## src/rtl/uart_wb_master_pkg.sv

```systemverilog
// Shared constants for the UART-driven Wishbone initiator: command/response
// bytes, FSM state encoding and the response-load descriptor.
package uart_wb_master_pkg;

    localparam logic [7:0] CMD_WRITE   = 8'h57;
    localparam logic [7:0] CMD_READ    = 8'h52;
    localparam logic [7:0] RSP_OK      = 8'h4B;
    localparam logic [7:0] RSP_BADCMD  = 8'h3F;
    localparam logic [7:0] RSP_TIMEOUT = 8'h45;

    localparam logic [2:0] ST_IDLE = 3'd0;
    localparam logic [2:0] ST_ADDR = 3'd1;
    localparam logic [2:0] ST_DATA = 3'd2;
    localparam logic [2:0] ST_BUS  = 3'd3;
    localparam logic [2:0] ST_RESP = 3'd4;

    typedef struct packed {
        logic [31:0] data;
        logic [2:0]  len;
    } resp_load_t;

    function automatic resp_load_t resp_byte(input logic [7:0] b);
        resp_load_t r;
        r.data = {24'h0, b};
        r.len  = 3'd1;
        return r;
    endfunction

endpackage

```

## src/rtl/uart_wb_master_resp.sv

```systemverilog
// Response shifter: holds up to four bytes and presents them LSB first on a
// valid/ready byte stream.
module uart_wb_master_resp (
    input  logic        clock,
    input  logic        reset,
    input  logic        load,
    input  logic [31:0] load_data,
    input  logic [2:0]  load_len,
    input  logic        tx_ready,
    output logic [7:0]  tx_data,
    output logic        tx_valid,
    output logic        last_accept
);

    logic [31:0] shift;
    logic [2:0]  left;
    logic        accept;

    assign tx_valid    = (left != 3'd0);
    assign tx_data     = shift[7:0];
    assign accept      = tx_valid && tx_ready;
    assign last_accept = accept && (left == 3'd1);

    // NOTE: sequential state uses non-blocking assignments only; blocking here would race other flops.
    always_ff @(posedge clock or posedge reset) begin
        if (reset) begin
            shift <= '0;
            left  <= '0;
        end else if (load) begin
            shift <= load_data;
            left  <= load_len;
        end else if (accept) begin
            shift <= {8'h00, shift[31:8]};
            left  <= left - 3'd1;
        end
    end

endmodule

```

## src/rtl/uart_wb_master.sv

```systemverilog
// UART byte stream to Wishbone initiator. Define UART_WB_MASTER_TIMEOUT_EN to
// abort a bus cycle with an 'E' response after timeout_cycles without ack.
module uart_wb_master
    import uart_wb_master_pkg::*;
#(
    parameter int addr_width     = 32,
    parameter int data_width     = 32,
    parameter int sel_width      = data_width / 8,
    parameter int timeout_cycles = 1024
) (
    input  logic                  clock,
    input  logic                  reset,
    input  logic [7:0]            rx_data,
    input  logic                  rx_valid,
    output logic [7:0]            tx_data,
    output logic                  tx_valid,
    input  logic                  tx_ready,
    output logic [addr_width-1:0] wb_adr,
    output logic [data_width-1:0] wb_datwr,
    input  logic [data_width-1:0] wb_datrd,
    output logic                  wb_we,
    output logic                  wb_stb,
    output logic                  wb_cyc,
    output logic [sel_width-1:0]  wb_sel,
    input  logic                  wb_ack,
    output logic                  busy,
    output logic                  rx_overrun
);

    logic [2:0]  state;
    logic [1:0]  cnt;
    logic        is_write;
    logic [31:0] addr_q;
    logic [31:0] data_q;
    logic        bus_q;
    logic        we_q;
    logic        tmo_hit;
    logic        last_accept;
    logic        resp_load;
    resp_load_t  resp_val;

    assign wb_adr   = addr_width'(addr_q);
    assign wb_datwr = data_width'(data_q);
    assign wb_cyc   = bus_q;
    assign wb_stb   = bus_q;
    assign wb_we    = we_q;
    assign wb_sel   = {sel_width{bus_q}};
    assign busy     = (state != ST_IDLE);

`ifdef UART_WB_MASTER_TIMEOUT_EN
    localparam int TMO_W = $clog2(timeout_cycles + 1);
    localparam logic [TMO_W-1:0] TMO_LAST = TMO_W'(timeout_cycles - 1);
    logic [TMO_W-1:0] tmo_cnt;

    // Held at zero outside BUS, so it is cleared on every entry.
    always_ff @(posedge clock or posedge reset) begin
        if (reset)
            tmo_cnt <= '0;
        else if (state != ST_BUS)
            tmo_cnt <= '0;
        else if (!wb_ack)
            tmo_cnt <= tmo_cnt + 1'b1;
    end

    assign tmo_hit = (state == ST_BUS) && !wb_ack && (tmo_cnt == TMO_LAST);
`else
    assign tmo_hit = 1'b0;
`endif

    // NOTE: every signal written here gets a default first so no latch is inferred.
    always_comb begin
        resp_load = 1'b0;
        resp_val  = '0;
        case (state)
            ST_IDLE: begin
                if (rx_valid && rx_data != CMD_WRITE && rx_data != CMD_READ) begin
                    resp_load = 1'b1;
                    resp_val  = resp_byte(RSP_BADCMD);
                end
            end
            ST_BUS: begin
                if (wb_ack) begin
                    resp_load = 1'b1;
                    if (is_write) begin
                        resp_val = resp_byte(RSP_OK);
                    end else begin
                        resp_val.data = 32'(wb_datrd);
                        resp_val.len  = 3'd4;
                    end
                end else if (tmo_hit) begin
                    resp_load = 1'b1;
                    resp_val  = resp_byte(RSP_TIMEOUT);
                end
            end
            default: ;
        endcase
    end

    always_ff @(posedge clock or posedge reset) begin
        if (reset) begin
            state      <= ST_IDLE;
            cnt        <= '0;
            is_write   <= 1'b0;
            addr_q     <= '0;
            data_q     <= '0;
            bus_q      <= 1'b0;
            we_q       <= 1'b0;
            rx_overrun <= 1'b0;
        end else begin
            rx_overrun <= rx_valid && (state == ST_BUS || state == ST_RESP);
            case (state)
                ST_IDLE: begin
                    if (rx_valid) begin
                        if (rx_data == CMD_WRITE || rx_data == CMD_READ) begin
                            is_write <= (rx_data == CMD_WRITE);
                            cnt      <= '0;
                            state    <= ST_ADDR;
                        end else begin
                            state <= ST_RESP;
                        end
                    end
                end
                ST_ADDR: begin
                    if (rx_valid) begin
                        addr_q[{cnt, 3'b000} +: 8] <= rx_data;
                        cnt <= cnt + 2'd1;
                        if (cnt == 2'd3) begin
                            if (is_write) begin
                                state <= ST_DATA;
                            end else begin
                                state <= ST_BUS;
                                bus_q <= 1'b1;
                                we_q  <= 1'b0;
                            end
                        end
                    end
                end
                ST_DATA: begin
                    if (rx_valid) begin
                        data_q[{cnt, 3'b000} +: 8] <= rx_data;
                        cnt <= cnt + 2'd1;
                        if (cnt == 2'd3) begin
                            state <= ST_BUS;
                            bus_q <= 1'b1;
                            we_q  <= 1'b1;
                        end
                    end
                end
                ST_BUS: begin
                    if (wb_ack || tmo_hit) begin
                        bus_q <= 1'b0;
                        we_q  <= 1'b0;
                        state <= ST_RESP;
                    end
                end
                ST_RESP: begin
                    if (last_accept)
                        state <= ST_IDLE;
                end
                default: state <= ST_IDLE;
            endcase
        end
    end

    uart_wb_master_resp u_resp (
        .clock       (clock),
        .reset       (reset),
        .load        (resp_load),
        .load_data   (resp_val.data),
        .load_len    (resp_val.len),
        .tx_ready    (tx_ready),
        .tx_data     (tx_data),
        .tx_valid    (tx_valid),
        .last_accept (last_accept)
    );

endmodule

```

## config.mk

```make
export PLATFORM = sky130hd
export DESIGN_NAME = uart_wb_master
export DESIGN_NICKNAME = d
export VERILOG_FILES = /design/src/rtl/uart_wb_master_pkg.sv /design/src/rtl/uart_wb_master_resp.sv /design/src/rtl/uart_wb_master.sv
export SDC_FILE = /design/constraint.sdc
export NUM_CORES = 1
export LEC_CHECK = 0
export CAP_MARGIN = 25
export CORE_UTILIZATION = 35
export CTS_CLUSTER_SIZE = 8
export DETAILED_ROUTE_END_ITERATION = 10
export HOLD_SLACK_MARGIN = 0.08
export PLACE_DENSITY = 0.63
export SETUP_SLACK_MARGIN = 0.2
export SLEW_MARGIN = 20
export SYNTH_ARGS = -nofsm -noshare
export SYNTH_HDL_FRONTEND = slang
export SYNTH_SLANG_ARGS = --single-unit
```

## constraint.sdc

```tcl
create_clock -name clock -period 4.3 [get_ports clock]
set_input_delay 0.645 -clock clock [delete_from_list [all_inputs] [get_ports clock]]
set_output_delay 0.645 -clock clock [all_outputs]
set_load 0.05 [all_outputs]
```

==> metrics <==
cts hold-fix bufs 0; Synth Register Bits 108; status finished clean; Core Util, Final 48.0%; clock latency on the worst-skew pair 0.35 ns; top post-synthesis cells by area dfrtp_1 (53%), mux2_2 (14%), and2_1 (3.9%); final worst slack 1.33 ns; Max Cap Viol 0; internal power 2.01 mW; Worst setup EP type output port; Worst Tran Pin Value 0.945 ns; DP HPWL 9080 um; DR iter-0 viols 195; GRT Max-Usage Layer met2; Slew Limit Headroom 36.9%; Final Hold Fails 0; DRC Markers 0; pre-CTS WS 1.25 ns; Post-CTS Resized 0; H-tree Lvls 3; row count 43; Post-Syn Area per Cell 11.9 sq um; register area share after synthesis 52.9%; vias per cell 5.08; hold path cells 1; Worst Path Max Fanout 9; period utilization 69.1%; Fmax achieved 337 MHz; share of cells above drive strength 1 18.0%; Seq pwr share 42.5%; Clock Path Buffers 2; largest family of logic cells by synthesized area multiplexers; detailed-route via count 3676; CTS root buf clkbuf_16; Post-synth ARST share 100%; synth warn 0; Final TNS setup 0 ns; DRT Pass-1 Iters 4; Syn Nets 483; fin area 6740 sq um; I/O Buffers 126; initial antenna violation count 0; RSZ-0062 raised after global routing no; Critical Path AT 2.32 ns; global-route wire length before repair 19100 um; met3 Resource Use GR 4.00%; Max Clock Skew 0.00936 ns; CTS Sinks 108; post-synthesis mux area share 14.1%; clock power share 29.2%; DIE WIDTH 123 um; Placement Cell Area 6430 sq um; Leak 3.02 nW; largest net degree at the start of global routing 63; Slew Viols, Final 0; CP Class flop to output port; hold crit path type flop to flop; Logic pwr share 28.3%; R2R cell count 4; min Tclk post-route 2.97 ns; post-synthesis xor/xnor area fraction 0.343%; Post-Syn Instances 429; total CTS buffers 9; Netlist cell types 46; ant diodes 0; gp weighted congestion 0.799; Final ANT Viol Nets 0; GR met2 Demand/Resource 26.8%; main flop type after synthesis dfrtp_1; vias in the first global route 3682; CTS tree built; Yosys top cell by area dfrtp_1; setup repair bufs after CTS 0; Routed WL 12200 um; Tot GR Track Use 16.8%; Final Setup Violations 0; Ports 127; Final #Nets 593; core area 14000 sq um; height of the die 123 um; most common cell in the netlist dfrtp_1; Synth Area in Simple Gates 12.6%; Avg WL per Cell 16.9 um; CTS clk-pin slew, worst paths 0.07 ns; PD cells 436 nW/um^2; Post-synth EDFFs 0; GRT Residual Overflow 0; Synth top area share 52.9%; met1 usage 22.6%; Peak VDD IR 0.000272 V; Compound-Gate Fraction of Synth Area 13.2%; Initial Util 36.4%; Net Sw Power 0.929 mW; nature of the critical path startpoint flop; Area growth syn-to-layout 31.9%; die footprint 15100 sq um; Cell Area, Synth 5110 sq um; Adder-Cell Fraction of Synth Area 2.21%; Post-synth top cells dfrtp_1 (108), mux2_2 (64), nand2_1 (44); Sw Share 31.6%; Worst Path Required 3.65 ns
-- cells in the final DEF (no fill, tap or decap), types with 4 or more instances in the layout --
master,instances
inv_1,8
and2_1,32
nor2_1,12
o21ai_0,10
clkdlybuf4s50_1,126
nand2b_1,4
buf_4,4
a2bb2oi_2,10
clkbuf_16,9
a31oi_1,5
a21oi_1,11
a2bb2oi_1,9
nand2_1,44
nand3_1,5
nor2b_1,4
mux2_2,64
nor3b_1,4
a211oi_1,4
ha_1,9
o211ai_1,18
dfrtp_1,108
a22o_1,8
-- metrics by stage --
step	hold slack, ns	std cells	total power [mW]
global placement	0.484	708	2.09
detailed placement	0.488	708	2.11
global route	0.524	723	3.09
finish	0.502	723	2.94
CTS	0.506	723	2.97
floorplan	0.466	429	1.93
-- critical path, cell delays in order, from the launching register on --
cell,delay (ns)
dfrtp_1,0.40
inv_1,0.10
ha_1,0.16
nor2b_1,0.24
clkinv_1,0.29
clkdlybuf4s50_1,0.78
-- state kept, by name (all words and copies together), names as in the netlist, 2 cells and up --
| register | cells |
|---|---|
| cnt | 2 |
| state | 3 |
| u_resp.left | 3 |
| u_resp.shift | 32 |
| wb_adr | 32 |
| wb_datwr | 32 |
-- cells by family (layout without fill, tap and decap cells) --
kind of cell / count (synthesis) / in the layout
xor+xnor: 2 / 2
mux: 64 / 64
fa+ha+maj: 9 / 9
compound gates: 84 / 84
flops: 108 / 108
simple gates: 121 / 121
buf+inv: 41 / 155
-- layout make-up --
| cell class | instances | area [sq um] |
|---|---|---|
| multi-input cells | 280 | 2170 |
| well taps | 180 | 225 |
| clock inverters | 3 | 43.8 |
| flip-flops and latches | 108 | 2700 |
| inverters | 10 | 40.0 |
| clock buffers | 12 | 267 |
| repair buffers | 130 | 1290 |
| fillers | 1270 | 7310 |
-- worst paths after layout --
path                                        from               end  slack, ns
worst max-delay path              u_resp.left[0]          tx_valid       1.33
worst min-delay path            u_resp.shift[28]  u_resp.shift[28]       0.50
worst min register to register  u_resp.shift[28]  u_resp.shift[28]       0.50
worst max register to register          state[1]  u_resp.shift[11]       1.94
max in group asynchronous                  reset            wb_cyc       2.68
min in group asynchronous                  reset  u_resp.shift[29]       0.79
-- power by group through the flow --
| stage | sequential, mW | clock, mW | combinational, mW |
|---|---|---|---|
| 6_report | 1.25 | 0.858 | 0.833 |
| 5_1_grt | 1.27 | 0.925 | 0.899 |
| 4_1_cts | 1.25 | 0.882 | 0.841 |
| 3_5_place_dp | 1.27 | 0 | 0.840 |
| 3_3_place_gp | 1.27 | 0 | 0.822 |
| 2_1_floorplan | 1.25 | 0 | 0.682 |
-- per-layer routing --
layer | up-vias | part of all wire, %
li1 | 1735 | -
met1 | 1828 | 47
met2 | 108 | 47
met3 | 5 | 4.9
met4 | 0 | 0.75
met5 | - | 0
(Power assumes the default switching activity.)
